`src/rtl/alu64bit_seq_ctrl.sv`:
```
// alu64bit_seq_ctrl
//   Sequencing front-end for the combinational alu64bit core. Accepts one
//   operation per in_valid/in_ready handshake, registers the operands onto
//   the ALU inputs, waits SETTLE_CYCLES for the ripple path to resolve,
//   captures s/cout and presents them on an out_valid/out_ready port.
//
// Parameters
//   SETTLE_CYCLES : cycles from operand launch to result capture (1..255)
//   CNT_W         : width of the completed-operation counter
//
// Ports
//   clk, rst_n            : rising-edge clock, synchronous active-low reset
//   in_valid/in_ready     : request handshake
//   in_a, in_b, in_cin    : operands and carry-in
//   in_op                 : ALU op code, passed through unmodified
//   alu_a/b/cin/op        : registered drive to alu64bit
//   alu_s, alu_cout       : result from alu64bit
//   out_valid/out_ready   : result handshake
//   out_s, out_cout       : captured result
//   op_count              : completed output handshakes, wraps silently
//   out_zero, out_neg     : result flags, only with ALU_SEQ_FLAGS_EN defined
//
// Build option
//   ALU_SEQ_FLAGS_EN : adds out_zero/out_neg, captured with out_s.

module alu64bit_seq_ctrl #(
    parameter int unsigned SETTLE_CYCLES = 4,
    parameter int unsigned CNT_W         = 16
) (
    input  logic             clk,
    input  logic             rst_n,
    input  logic             in_valid,
    output logic             in_ready,
    input  logic [63:0]      in_a,
    input  logic [63:0]      in_b,
    input  logic             in_cin,
    input  logic [1:0]       in_op,
    output logic [63:0]      alu_a,
    output logic [63:0]      alu_b,
    output logic             alu_cin,
    output logic [1:0]       alu_op,
    input  logic [63:0]      alu_s,
    input  logic             alu_cout,
    output logic             out_valid,
    input  logic             out_ready,
    output logic [63:0]      out_s,
    output logic             out_cout,
    output logic [CNT_W-1:0] op_count
`ifdef ALU_SEQ_FLAGS_EN
    ,
    output logic             out_zero,
    output logic             out_neg
`endif
);

    typedef enum logic [1:0] {
        S_IDLE   = 2'd0,
        S_SETTLE = 2'd1,
        S_DONE   = 2'd2
    } state_t;

    // Counter value on the capture edge; counter starts at 0 on acceptance.
    localparam logic [7:0] SETTLE_LAST = 8'(SETTLE_CYCLES - 1);

    state_t           state_q, state_d;
    logic [7:0]       cnt_q, cnt_d;
    logic             in_ready_q, in_ready_d;
    logic             out_valid_q, out_valid_d;
    logic [63:0]      alu_a_q, alu_a_d;
    logic [63:0]      alu_b_q, alu_b_d;
    logic             alu_cin_q, alu_cin_d;
    logic [1:0]       alu_op_q, alu_op_d;
    logic [63:0]      out_s_q, out_s_d;
    logic             out_cout_q, out_cout_d;
    logic [CNT_W-1:0] op_count_q, op_count_d;
`ifdef ALU_SEQ_FLAGS_EN
    logic             out_zero_q, out_zero_d;
    logic             out_neg_q, out_neg_d;
`endif

    always_comb begin
        state_d     = state_q;
        cnt_d       = cnt_q;
        in_ready_d  = in_ready_q;
        out_valid_d = out_valid_q;
        alu_a_d     = alu_a_q;
        alu_b_d     = alu_b_q;
        alu_cin_d   = alu_cin_q;
        alu_op_d    = alu_op_q;
        out_s_d     = out_s_q;
        out_cout_d  = out_cout_q;
        op_count_d  = op_count_q;
`ifdef ALU_SEQ_FLAGS_EN
        out_zero_d  = out_zero_q;
        out_neg_d   = out_neg_q;
`endif
        unique case (state_q)
            S_IDLE: begin
                if (in_valid) begin
                    alu_a_d    = in_a;
                    alu_b_d    = in_b;
                    alu_cin_d  = in_cin;
                    alu_op_d   = in_op;
                    cnt_d      = '0;
                    in_ready_d = 1'b0;
                    state_d    = S_SETTLE;
                end
            end
            S_SETTLE: begin
                cnt_d = cnt_q + 8'd1;
                if (cnt_q == SETTLE_LAST) begin
                    out_s_d     = alu_s;
                    out_cout_d  = alu_cout;
`ifdef ALU_SEQ_FLAGS_EN
                    out_zero_d  = (alu_s == '0);
                    out_neg_d   = alu_s[63];
`endif
                    out_valid_d = 1'b1;
                    state_d     = S_DONE;
                end
            end
            S_DONE: begin
                if (out_ready) begin
                    out_valid_d = 1'b0;
                    in_ready_d  = 1'b1;
                    op_count_d  = op_count_q + CNT_W'(1);
                    state_d     = S_IDLE;
                end
            end
            default: begin
                state_d     = S_IDLE;
                in_ready_d  = 1'b1;
                out_valid_d = 1'b0;
            end
        endcase
    end

    always_ff @(posedge clk) begin
        if (!rst_n) begin
            state_q     <= S_IDLE;
            cnt_q       <= '0;
            in_ready_q  <= 1'b1;
            out_valid_q <= 1'b0;
            alu_a_q     <= '0;
            alu_b_q     <= '0;
            alu_cin_q   <= 1'b0;
            alu_op_q    <= '0;
            out_s_q     <= '0;
            out_cout_q  <= 1'b0;
            op_count_q  <= '0;
`ifdef ALU_SEQ_FLAGS_EN
            out_zero_q  <= 1'b0;
            out_neg_q   <= 1'b0;
`endif
        end else begin
            state_q     <= state_d;
            cnt_q       <= cnt_d;
            in_ready_q  <= in_ready_d;
            out_valid_q <= out_valid_d;
            alu_a_q     <= alu_a_d;
            alu_b_q     <= alu_b_d;
            alu_cin_q   <= alu_cin_d;
            alu_op_q    <= alu_op_d;
            out_s_q     <= out_s_d;
            out_cout_q  <= out_cout_d;
            op_count_q  <= op_count_d;
`ifdef ALU_SEQ_FLAGS_EN
            out_zero_q  <= out_zero_d;
            out_neg_q   <= out_neg_d;
`endif
        end
    end

    assign in_ready  = in_ready_q;
    assign out_valid = out_valid_q;
    assign alu_a     = alu_a_q;
    assign alu_b     = alu_b_q;
    assign alu_cin   = alu_cin_q;
    assign alu_op    = alu_op_q;
    assign out_s     = out_s_q;
    assign out_cout  = out_cout_q;
    assign op_count  = op_count_q;
`ifdef ALU_SEQ_FLAGS_EN
    assign out_zero  = out_zero_q;
    assign out_neg   = out_neg_q;
`endif

endmodule

```
`config.mk`:
```
export PLATFORM = sky130hd
export DESIGN_NAME = alu64bit_seq_ctrl
export DESIGN_NICKNAME = d
export VERILOG_FILES = /design/src/rtl/alu64bit_seq_ctrl.sv
export SDC_FILE = /design/constraint.sdc
export NUM_CORES = 1
export LEC_CHECK = 0
export ABC_AREA = 1
export ABC_CLOCK_PERIOD_IN_PS = 1700
export BUFFER_PORTS_ARGS = -buffer_cell sky130_fd_sc_hd__buf_2
export CAP_MARGIN = 20
export CORE_AREA = 2 2 168 170
export DETAILED_ROUTE_END_ITERATION = 6
export DIE_AREA = 0 0 170 172
export HOLD_SLACK_MARGIN = 0.06
export PLACE_DENSITY = 0.58
export SETUP_SLACK_MARGIN = 0.15
export SYNTH_ARGS = -nofsm -noshare
export SYNTH_HDL_FRONTEND = slang
export SYNTH_SLANG_ARGS = --single-unit
```
`constraint.sdc`:
```
create_clock -name clk -period 1.7 [get_ports clk]
set_input_delay 0.34 -clock clk [delete_from_list [all_inputs] [get_ports clk]]
set_output_delay 0.34 -clock clk [all_outputs]
set_load 0.05 [all_outputs]
```
==> flow_results.org, run 1 <==
** Synth
- Sequential-to-total area share from yosys stat :: 0.552
- Dividing the synthesized area by the synthesized cell count gives 7.69 um2.
- Counting flops with a built-in enable in the synthesized netlist gives 0.
- Counting every instance in the synthesized netlist gives 1056.
- For this run, asynchronously set or reset flops after synthesis account for 0.
- The Yosys step of the flow raised 0 warnings.
- Yosys mapped the design onto 23 distinct sky130hd cell types.
- Primary flip-flop cell chosen by synthesis mapping :: sky130_fd_sc_hd__dfxtp_1
- Net count of the mapped netlist :: 1258
- In this run the cell area of the synthesized design comes to 8120 um2.
- Counting flops and latches in the post-synthesis netlist gives 224.

** Global route
- Initial antenna violation count :: 2
- GR Overflow Total :: 0
- The first global-routing pass estimated 43400 um of wire.
- GR peak layer :: met2
- The number of global-route vias before repair came to 8619.
- Total routing usage reported by global routing :: 0.180
- In the global route stage, met1 resource usage came out at 0.210.
- In the global route stage, met2 resource usage came out at 0.313.
- Met3 Usage GRT :: 0.0526
- Entering global routing, the biggest net connects 76 pins.

** Floorplan
- Effective utilization at floorplan :: 0.296
- Number of placed I/O pins :: 414
- The floorplan has 61 rows.
- Y dimension of the die :: 172 um
- Die W :: 170 um
- After floorplanning, the core was sized to cover 27500 um2.
- Die outline area :: 29200 um2

** Run status
- The flow ran to the end, and the final reports show no timing, DRC or antenna violations.

** Finish
- For this run, the share of the core covered by cells in the final layout is 0.491.
- For this run, the post-layout net count is 1826.
- Layout cells sized above 1 :: 0.300
- Most common library cell in the layout ignoring fill and taps :: sky130_fd_sc_hd__buf_2
- Commonest cells after routing, fill and taps aside :: sky130_fd_sc_hd__buf_2 (397), sky130_fd_sc_hd__nor2_1 (295), sky130_fd_sc_hd__dfxtp_1 (219)
- Compared with the post-synthesis result, the final layout area differs by 66.2%.

** CTS
- Clock-pin slew on the worst setup and hold paths :: 0.06 ns
- Maximum root-to-sink buffer count :: 3
- CTS saw 224 sinks.
- For the worst-skew pair, the clock arrives at the later sink with an insertion delay of 0.52 ns.
- Clk Tree Root Cell :: sky130_fd_sc_hd__clkbuf_16
- Number of buffers created by CTS :: 26
- TritonCTS built the clock tree.
- H-tree depth :: 1

** Setup path
- Critical Path Source :: op_count[11]
- Series of cell instances along the critical path :: buf_6
- The slowest stage of the critical path is the sky130_fd_sc_hd__dfxtp_1 cell.
- Largest delay contributor family on the critical path :: flip-flops
- Critical Path Fanout Max :: 5
- The critical path is of the flip-flop to primary output type.
- Data on the critical path is required at its endpoint by 1.36 ns.
- Buffering stage count on the worst path with inverters included :: 1
- Number of logic stages on the critical path including buffering :: 1
- STA puts the critical path data arrival time at 1.16 ns.
- STA classifies the critical path endpoint as a primary output.
- Biggest cell delay along the critical path :: 0.44 ns
- Counting cells, the worst reg-to-reg path comes to 8.
- The worst setup path is launched from a flip-flop.
- The startpoint identified for the worst register-to-register timing path is cnt_q[1].

** STA
- Worst-case headroom to the max-slew limit :: 0.757
- TNS Setup :: 0 ns
- Final Critical Period :: 1.50 ns
- Once routing completed, OpenROAD measured the worst setup slack at 0.199 ns.
- Final setup violation count :: 0
- At the pin with the least slew margin, the transition time is 0.363 ns.
- The final count of pins violating max slew came to 0.
- On the final layout, the worst clock skew is 0.00926 ns.
- Unrepaired setup endpoints after global routing :: yes
- Max Clock Freq :: 666 MHz
- Fraction of the cycle the final worst path needs :: 0.883
- Final-report hold violation count :: 0

** Routing
- Residual DRC :: 0
- Number of iterations in the first detailed-routing pass :: 4
- Routed wire length per instance :: 14.5 um
- Number of nets with antenna violations after detailed routing :: 0
- In the routed layout, each cell is associated on average with a via count of 4.58.
- Total length of routed wires :: 28900 um
- Total number of vias :: 9125
- First DRT Iteration DRCs :: 483

** Pwr
- Power Density :: 1110 nW/um2
- Worst VDD drop :: 0.778 mV
- Leakage power figure :: 6.32 nW

** Placement
- Prior to clock tree synthesis, the placed netlist has a worst setup slack of 0.149 ns.
- The count of buffers added on input and output ports is 413.
- Final weighted congestion of routability-driven global placement :: 0.777
- Summed over all nets, the half-perimeter wirelength after detailed placement is 17300 um.

** Flow run
- Number of maximum-capacitance violations :: 0

** Hold path
- The tightest min-delay check is of the input port to flip-flop type.
- The worst hold path passes through 3 cells.
- The worst hold path begins at alu_s[62].
-- through the flow --
stage | std cells | cell area [um2] | power, mW | hold slack (ns)
2_1_floorplan | 1056 | 8120 | 7.71 | 0.451
3_3_place_gp | 1762 | 10600 | 8.56 | 0.438
3_5_place_dp | 1762 | 10600 | 8.57 | 0.443
4_1_cts | 1982 | 13300 | 15.1 | 0.0601
5_1_grt | 1991 | 13500 | 15.6 | 0.0682
6_report | 1992 | 13500 | 15.0 | 0.0908
-- path summary, 6_finish.rpt --
path | to | slack, ns
min reg2reg | out_s[26] | 0.46
max | op_count[11] | 0.20
max reg2reg | out_s[24] | 0.22
min | out_s[62] | 0.09
-- report_power, final --
group	internal [mW]	switching, mW
registers	5.60	0.166
logic	0.969	2.12
clock network	3.89	2.23
total	10.5	4.51
-- cells in the mapped netlist, types with 5 or more instances --
library cell,number,share of area
sky130_fd_sc_hd__dfxtp_1,224,0.55
sky130_fd_sc_hd__nand2_1,113,0.052
sky130_fd_sc_hd__nor2_1,296,0.14
sky130_fd_sc_hd__xor2_1,5,0.0054
sky130_fd_sc_hd__clkbuf_1,39,0.018
sky130_fd_sc_hd__o21ai_1,13,0.0080
sky130_fd_sc_hd__nand3_1,76,0.047
sky130_fd_sc_hd__inv_1,28,0.013
sky130_fd_sc_hd__o21ai_0,131,0.081
sky130_fd_sc_hd__buf_2,32,0.020
sky130_fd_sc_hd__a21oi_1,80,0.049
sky130_fd_sc_hd__nand4_1,5,0.0039
-- per-layer routing --
layer	share of wire	wire length, um
met5	0	0
met3	0.079	2280
met2	0.48	13900
met1	0.41	11800
met4	0.030	860
-- state kept, by name, summed over array words and instances, names as in the netlist --
signal	count
out_cout	1
state_q	2
op_count	16
cnt_q	8
out_s	64
out_valid	1
alu_op	2
alu_cin	1
in_ready	1
alu_b	64
alu_a	64
-- what timing repair did --
item | CTS | global route
resized for setup | 12 | 17
endpoints found under the setup margin | 11 | 132
buffers inserted | 0 | 5
endpoints found under the hold margin | 172 | 0
pin swaps | 1 | 2
hold buffers | 172 | 0
gates cloned | 0 | 3
-- final cells by class --
class	instances	area, um2
diodes	2	5.00
multi-input cells	728	3220
clock inverters	7	166
inverters	30	115
well taps	346	433
flip-flops and latches	224	4490
repair buffers	614	4290
clock buffers	41	778
fillers	2575	14000
-- kinds of logic after synthesis --
group           Yosys count  share of synthesized area
flops                   224                      0.552
compound gates          227                      0.141
simple gates            494                      0.245
buf+inv                 104                     0.0539
fa+ha+maj                 2                    0.00308
xor+xnor                  5                    0.00539
(Power assumes the default switching activity.)
==> inputs of run 2 (changes only) <==
Settings changed: ABC_CLOCK_PERIOD_IN_PS 1700 to 1300, PLACE_DENSITY 0.58 to 0.6.
Clock period 1.7 ns to 1.3 ns, I/O delays scaled along.
==> run 2 against run 1 <==
The flow now finishes with violations (DRC, setup timing). Final area up 27%. Critical path depth up 7. Count of clock-buffer cells in the layout down 6. Final cell count up 4.3%. Wire length up 29%. Via count up 13%. Die area unchanged. Flip-flop and latch count unchanged. Total power up 39%. Utilization up 13 points. Global-route usage up 3.4 points. Critical path type is now flip-flop to flip-flop.
==> flow_results.org, run 2 (synthesis gave the netlist of run 1 again) <==
** Placement
- Once placement completed, the tool counted placed cells totaling 1783.
- Routability-driven placement finished with a final weighted congestion of 0.799.
- Half-perimeter wire length of the detailed placement result :: 17400 um
- Dpl cell area :: 10900 um2
- In this run the tool buffered the top-level ports with 413 buffer cells.

** Global route
- Pin count of the biggest net entering global routing :: 80
- After global routing, the most crowded layer is met2.
- For this run, global-route usage on met3 was measured as 0.0602.
- For this run, the total global-route usage over all layers was measured as 0.214.
- Initial antenna violation count :: 1
- GR Overflow Total :: 0
- Met1 usage in global routing :: 0.232
- Wire length of the first global-routing pass :: 51000 um
- In the global route stage, met2 resource usage came out at 0.386.
- The number of global-route vias before repair was 10100.

** STA
- Worst setup skew after layout :: 0.0119 ns
- Max Clock Freq :: 706 MHz
- Transition time of the tightest slew-check pin :: 0.348 ns
- Of the available clock period, the critical path in the final layout requires 1.09.
- Pins Over Slew Limit :: 0
- TNS Setup :: -6.08 ns
- The final hold violation count is 0.
- Worst-case headroom to the max-slew limit :: 0.768
- Min setup slack post-route :: -0.117 ns
- Setup violations remaining at the end of the flow were counted as 155.
- Final Critical Period :: 1.42 ns
- Setup repair after global routing could not meet its margin everywhere.

** CTS
- Number of buffers created by CTS :: 26
- Clock-pin slew on the worst setup and hold paths :: 0.06 ns
- TritonCTS clock tree :: built
- CTS built an H-tree with a depth of 1.
- For the worst-skew pair, the clock arrives at the later sink with an insertion delay of 0.53 ns.
- Counting every sink on the clock net gives 224.
- Maximum root-to-sink buffer count :: 3
- The tree is rooted in a sky130_fd_sc_hd__clkbuf_16.

** Finish
- Fill cells in the final layout number 1998.
- Commonest cells after routing, fill and taps aside :: sky130_fd_sc_hd__nor2_1 (264), sky130_fd_sc_hd__dfxtp_2 (201), sky130_fd_sc_hd__buf_2 (198)
- Layout cells sized above 1 :: 0.494
- Final std cell area, no fill :: 17100 um2
- The library cell used most frequently in the layout, excluding fill and tap cells, is sky130_fd_sc_hd__nor2_1.
- Final Instance Count excl. Fillers :: 2077
- In the final design database the tool counted 1913 nets.
- From synthesis to final layout, the design area changed by 110%.
- Utilization after layout :: 0.622

** Pwr
- Power Density :: 1220 nW/um2
- Post-layout power :: 20.8 mW
- VDD sags by at most 0.984 mV.
- In this run the power spent charging and discharging nets is 6.47 mW.
- Sequential share of power :: 0.376
- Portion of total power attributed to combinational logic :: 0.264
- Internal power contribution :: 14.3 mW
- Of the total power, the share spent switching nets is 0.312.
- Leakage power figure :: 7.35 nW
- Clk network pwr share :: 0.360

** Setup path
- Counting both buffers and inverters, the worst setup path holds a total of 2.
- Endpoint kind of the worst setup timing path :: flip-flop
- Arrival time of the worst setup path :: 1.82 ns
- The critical path in this run is classified as flip-flop to flip-flop.
- Critical path data required time :: 1.70 ns
- The worst setup path is launched from a flip-flop.
- Critical Path Fanout Max :: 8
- Traced cell by cell, the critical path runs through nor2_4 > nand3_2 > nor2_4 > buf_12 > nand2_8 > clkbuf_16 > nand2_2 > a21oi_2.
- The slowest stage of the critical path is the sky130_fd_sc_hd__dfxtp_2 cell.
- In this design, the largest share of critical-path delay is due to simple AND/OR/NAND/NOR gates.
- In this design, the stage delay of the slowest critical-path cell is 0.33 ns.
- Cell type with the highest occurrence count on the critical path :: sky130_fd_sc_hd__nor2_4

** Routing
- For this block, the routed nets add up to 37200 um of wire.
- In the routed design, unresolved DRC markers number 1.
- Routed wire length per instance :: 17.9 um
- Number of iterations in the first detailed-routing pass :: 7
- Number of nets with antenna violations after detailed routing :: 0
- First DRT Iteration DRCs :: 592
- Average via count per standard cell :: 4.94
- Total number of vias :: 10300

** Floorplan
- The initial utilization of the core area, before any placement, comes to 0.296.
- The die covers 29200 um2.
- Y dimension of the die :: 172 um
- For this design the top-level I/O count stands at 414.
- Die W :: 170 um
- Floorplan row count :: 61
- The total area inside the core boundary comes to 27500 um2.

** Run status
- The final reports fail on DRC, setup timing.
- Run status :: finished, violations left

** Hold path
- Class of the worst hold path :: input port to flip-flop

** Flow run
- Number of maximum-capacitance violations :: 0
-- run 2: worst min-delay path: stages --
cell and delay (ns):
sky130_fd_sc_hd__buf_2 0.12, sky130_fd_sc_hd__inv_1 0.04, sky130_fd_sc_hd__nand3_1 0.10, sky130_fd_sc_hd__nand2_2 0.06
sky130_fd_sc_hd__nand2_1 0.05, sky130_fd_sc_hd__nor2_1 0.03
-- run 2: layout make-up --
class                      count  area [um2]  share of cell area
sequential                   224        4800               0.281
tap                          346         433              0.0253
multi-input combinational    728        3580               0.210
antenna                        2        5.00            0.000293
timing repair buffer         701        7250               0.424
clock buffer                  35         766              0.0448
inverter                      30         134             0.00784
clock inverter                11         109             0.00637
-- run 2: final timing paths --
kind	start	end	slack (ns)	cells past startpoint
hold / removal	out_ready	state_q[1]	0.17	6
setup / recovery	cnt_q[7]	out_s[49]	-0.12	8
setup reg to reg	cnt_q[7]	out_s[49]	-0.12	8
hold reg to reg	out_s[34]	out_s[34]	0.46	2
-- run 2: power by group through the flow --
stage / Clock, mW / Sequential, mW / Combinational [mW]
2_1_floorplan: 0 / 9.18 / 0.923
3_3_place_gp: 0 / 7.65 / 3.59
3_5_place_dp: 0 / 7.65 / 3.60
4_1_cts: 7.56 / 7.76 / 4.89
5_1_grt: 7.87 / 7.84 / 5.72
6_report: 7.47 / 7.81 / 5.48
-- run 2: repair_timing --
| item | 4_1_cts | 5_1_grt |
|---|---|---|
| buffers inserted | 25 | 10 |
| hold buffers | 197 | 0 |
| gates cloned | 2 | 12 |
| pin swaps | 4 | 27 |
| setup endpoints to repair | 436 | 437 |
| gates resized for setup | 807 | 148 |
| endpoints found under the hold margin | 197 | 0 |
-- run 2: through the flow --
step                hold slack, ns  setup slack (ns)
detailed placement           0.447           -0.0942
CTS                          0.144           -0.0458
global route                 0.187            -0.215
floorplan                    0.376            0.0747
global placement             0.438           -0.0576
finish                       0.173            -0.117
-- run 2: layer usage --
layer	up-vias	wire length, um
met3	126	2990
met4	0	1720
met5	-	0
met1	4866	13400
li1	4754	-
met2	524	19100
==> inputs of run 3 (changes only) <==
Settings changed: BUFFER_PORTS_ARGS -buffer_cell sky130_fd_sc_hd__buf_2 to not set, CORE_AREA 2 2 168 170 to 4 4 170 172, DIE_AREA 0 0 170 172 to 0 0 174 176, DONT_BUFFER_PORTS set to 1, PLACE_DENSITY 0.6 to 0.47, REMOVE_ABC_BUFFERS set to 1.
==> run 3 against run 2 <==
The run ends with hold timing, setup timing left. Total power down 4.5%. Utilization down 0.57 points. Flip-flop and latch count unchanged. Clock power down 14%. Critical path type unchanged. Non-clock buffer count down 208. Clock skew about the same. Count of clock-buffer cells in the layout down 2. Sequential share of layout area up 0.93 points. Largest cell class unchanged. Critical endpoint is now out_s[7].
==> flow_results.org, run 3 (synthesis gave the netlist of run 1 again) <==
** Run status
- Run status :: finished, violations left
- Failing checks :: hold timing, setup timing

** Routing
- In the routed layout, each cell is associated on average with a via count of 5.04.
- Before antenna repair, the detailed router went through 5 iterations.
- Total length of routed wires :: 38000 um
- Once detail routing completed, the nets flagged for antenna violations numbered 0.
- Routed wire length per instance :: 20.4 um
- First DRT Iteration DRCs :: 378
- After detailed routing, the number of remaining DRC violations is 0.
- Total number of vias :: 9403

** Global route
- The initial antenna violation count came to 3.
- Pin count of the biggest net entering global routing :: 148
- Across every metal layer, demand over resource in global routing totals 0.188.
- GR Overflow Total :: 0
- The first global-routing pass estimated 47200 um of wire.
- The number of global-route vias before repair is 8455.

** Hold path
- In this run the worst hold path is classified as input port to flip-flop.
- Along the worst hold path, the cell count comes to 2.

** Setup path
- Critical path data required time :: 1.74 ns
- Logic depth of the worst register-to-register path :: 7
- Grouping stages by cell kind, the critical path spends the most delay in simple AND/OR/NAND/NOR gates.
- Biggest cell delay along the critical path :: 0.35 ns
- Series of cell instances along the critical path :: ha_4 > nand2_4 > nor2_4 > buf_6 > buf_12 > nand3_1 > a21oi_1
- Endpoint kind of the worst setup timing path :: flip-flop
- Arrival time of the worst setup path :: 1.93 ns
- Critical Path Fanout Max :: 6
- Slowest-stage cell, CP :: sky130_fd_sc_hd__dfxtp_2
- Together, buffers and inverters on the worst path number 2.
- Crit start category :: flip-flop
- Worst setup path category :: flip-flop to flip-flop
- Number of logic stages on the critical path including buffering :: 7

** STA
- Final Critical Period :: 1.50 ns
- The final hold violation count is 105.
- Of the available clock period, the critical path in the final layout requires 1.15.
- Worst setup skew after layout :: 0.0121 ns
- TNS Setup :: -18.88 ns
- Setup violations remaining at the end of the flow were counted as 219.
- Pins Over Slew Limit :: 0
- Measured against its own limit, the worst slew margin works out to 0.747.
- Hold WS :: -0.128 ns
- For the pin with the worst max-slew slack, the measured transition is 0.380 ns.
- Setup repair after global routing could not meet its margin everywhere.
- In the post-route analysis, the smallest setup slack over all paths is -0.196 ns.
- Max Clock Freq :: 668 MHz

** CTS
- In this run the deepest clock path goes through 3 buffers.
- Clock-pin slew on the worst setup and hold paths :: 0.06 ns
- Clock sinks :: 224
- The cell sitting at the root of the clock tree is a sky130_fd_sc_hd__clkbuf_16.
- CTS built an H-tree with a depth of 1.
- Buffers inserted during clock tree synthesis total 25.
- TritonCTS built the clock tree.
- The clock reaches the later pin of the worst-skew pair after 0.53 ns.

** Floorplan
- Core Area :: 27500 um2
- Y dimension of the die :: 176 um
- Die outline area :: 30600 um2
- Row generation in the floorplan step produced 61 rows.
- Effective utilization at floorplan :: 0.296
- Number of placed I/O pins :: 414
- The die is 174 um wide.

** Finish
- Most common library cell in the layout ignoring fill and taps :: sky130_fd_sc_hd__nor2_1
- Final std cell area, no fill :: 16900 um2
- Excluding fillers, the count of instances in the completed layout stands at 1864.
- In the final design database the tool counted 1705 nets.
- Of the cells placed in the final design, the portion with a size suffix greater than 1 is 0.506.
- The multi-input combinational cells in the finished layout cover a total of 4240 um2.
- Summing all flip-flop and latch instances after layout gives 4910 um2.
- Commonest cells after routing, fill and taps aside :: sky130_fd_sc_hd__nor2_1 (273), sky130_fd_sc_hd__dlygate4sd3_1 (192), sky130_fd_sc_hd__buf_8 (156)
- Area added between synthesis and finish :: 108%
- Number of fillers in the final layout :: 2053

** Placement
- Buffers placed on the I/O ports in this run total 0.
- In this run the cell area measured after placement is 10100 um2.
- Once placement completed, the tool counted placed cells totaling 1549.
- Final weighted congestion of routability-driven global placement :: 0.770
- OpenSTA, run right after detailed placement, puts the worst setup slack at -0.133 ns.
- Half-perimeter wire length of the detailed placement result :: 18700 um

** Flow run
- Number of maximum-capacitance violations :: 0

** Pwr
- Leakage power figure :: 6.61 nW
- Worst VDD drop :: 1.15 mV
- Power Density :: 1170 nW/um2
[run 3: changes by cell type in the layout (fill, tap and decap cells not counted), sizes merged]
cell,before,now
buf,494,280
clkbuf,45,54
bufinv,2,0
dlygate4sd3,197,192
clkinv,8,4
diode,2,3
nand2,113,114
clkinvlp,1,2
[run 3: report_power, final]
group,internal (mW),switching (mW)
Combinational,2.59,3.16
Clock,3.61,2.82
Sequential,7.29,0.349
Total,13.5,6.33
[run 3: metal layers]
| metal | wire length [um] | GRT usage |
|---|---|---|
| met1 | 13400 | 0.220 |
| met2 | 19700 | 0.327 |
| met3 | 3750 | 0.0679 |
| met4 | 1160 | 0.0488 |
| met5 | 0 | 0 |
[run 3: layout make-up]
cell class | count | share of cell area
clock buffers | 33 | 0.0399
multi-input cells | 729 | 0.251
repair buffers | 493 | 0.383
well taps | 346 | 0.0256
clock inverters | 6 | 0.00237
diodes | 3 | 0.000444
inverters | 30 | 0.00761
flip-flops and latches | 224 | 0.290
[run 3: what timing repair did]
| item | in CTS | in global routing |
|---|---|---|
| endpoints found under the setup margin | 437 | 438 |
| hold buffers | 178 | 14 |
| hold endpoints to repair | 217 | 147 |
| resized for setup | 251 | 760 |
| pin swaps | 24 | 103 |
| gates cloned | 10 | 30 |
| buffers inserted | 17 | 24 |
[run 3: stage by stage]
stage | utilization | power, mW
floorplan | - | 9.96
global route | 0.616 | 20.6
CTS | 0.497 | 18.6
global placement | 0.369 | 11.3
finish | 0.616 | 19.8
detailed placement | 0.369 | 11.3
[run 3: path summary, 6_finish.rpt]
kind	slack, ns	from	end
worst max-delay path	-0.20	cnt_q[1]	out_s[7]
worst min-delay path	-0.13	in_a[8]	alu_a[8]
worst max register to register	-0.20	cnt_q[1]	out_s[7]
worst min register to register	0.48	out_s[46]	out_s[46]
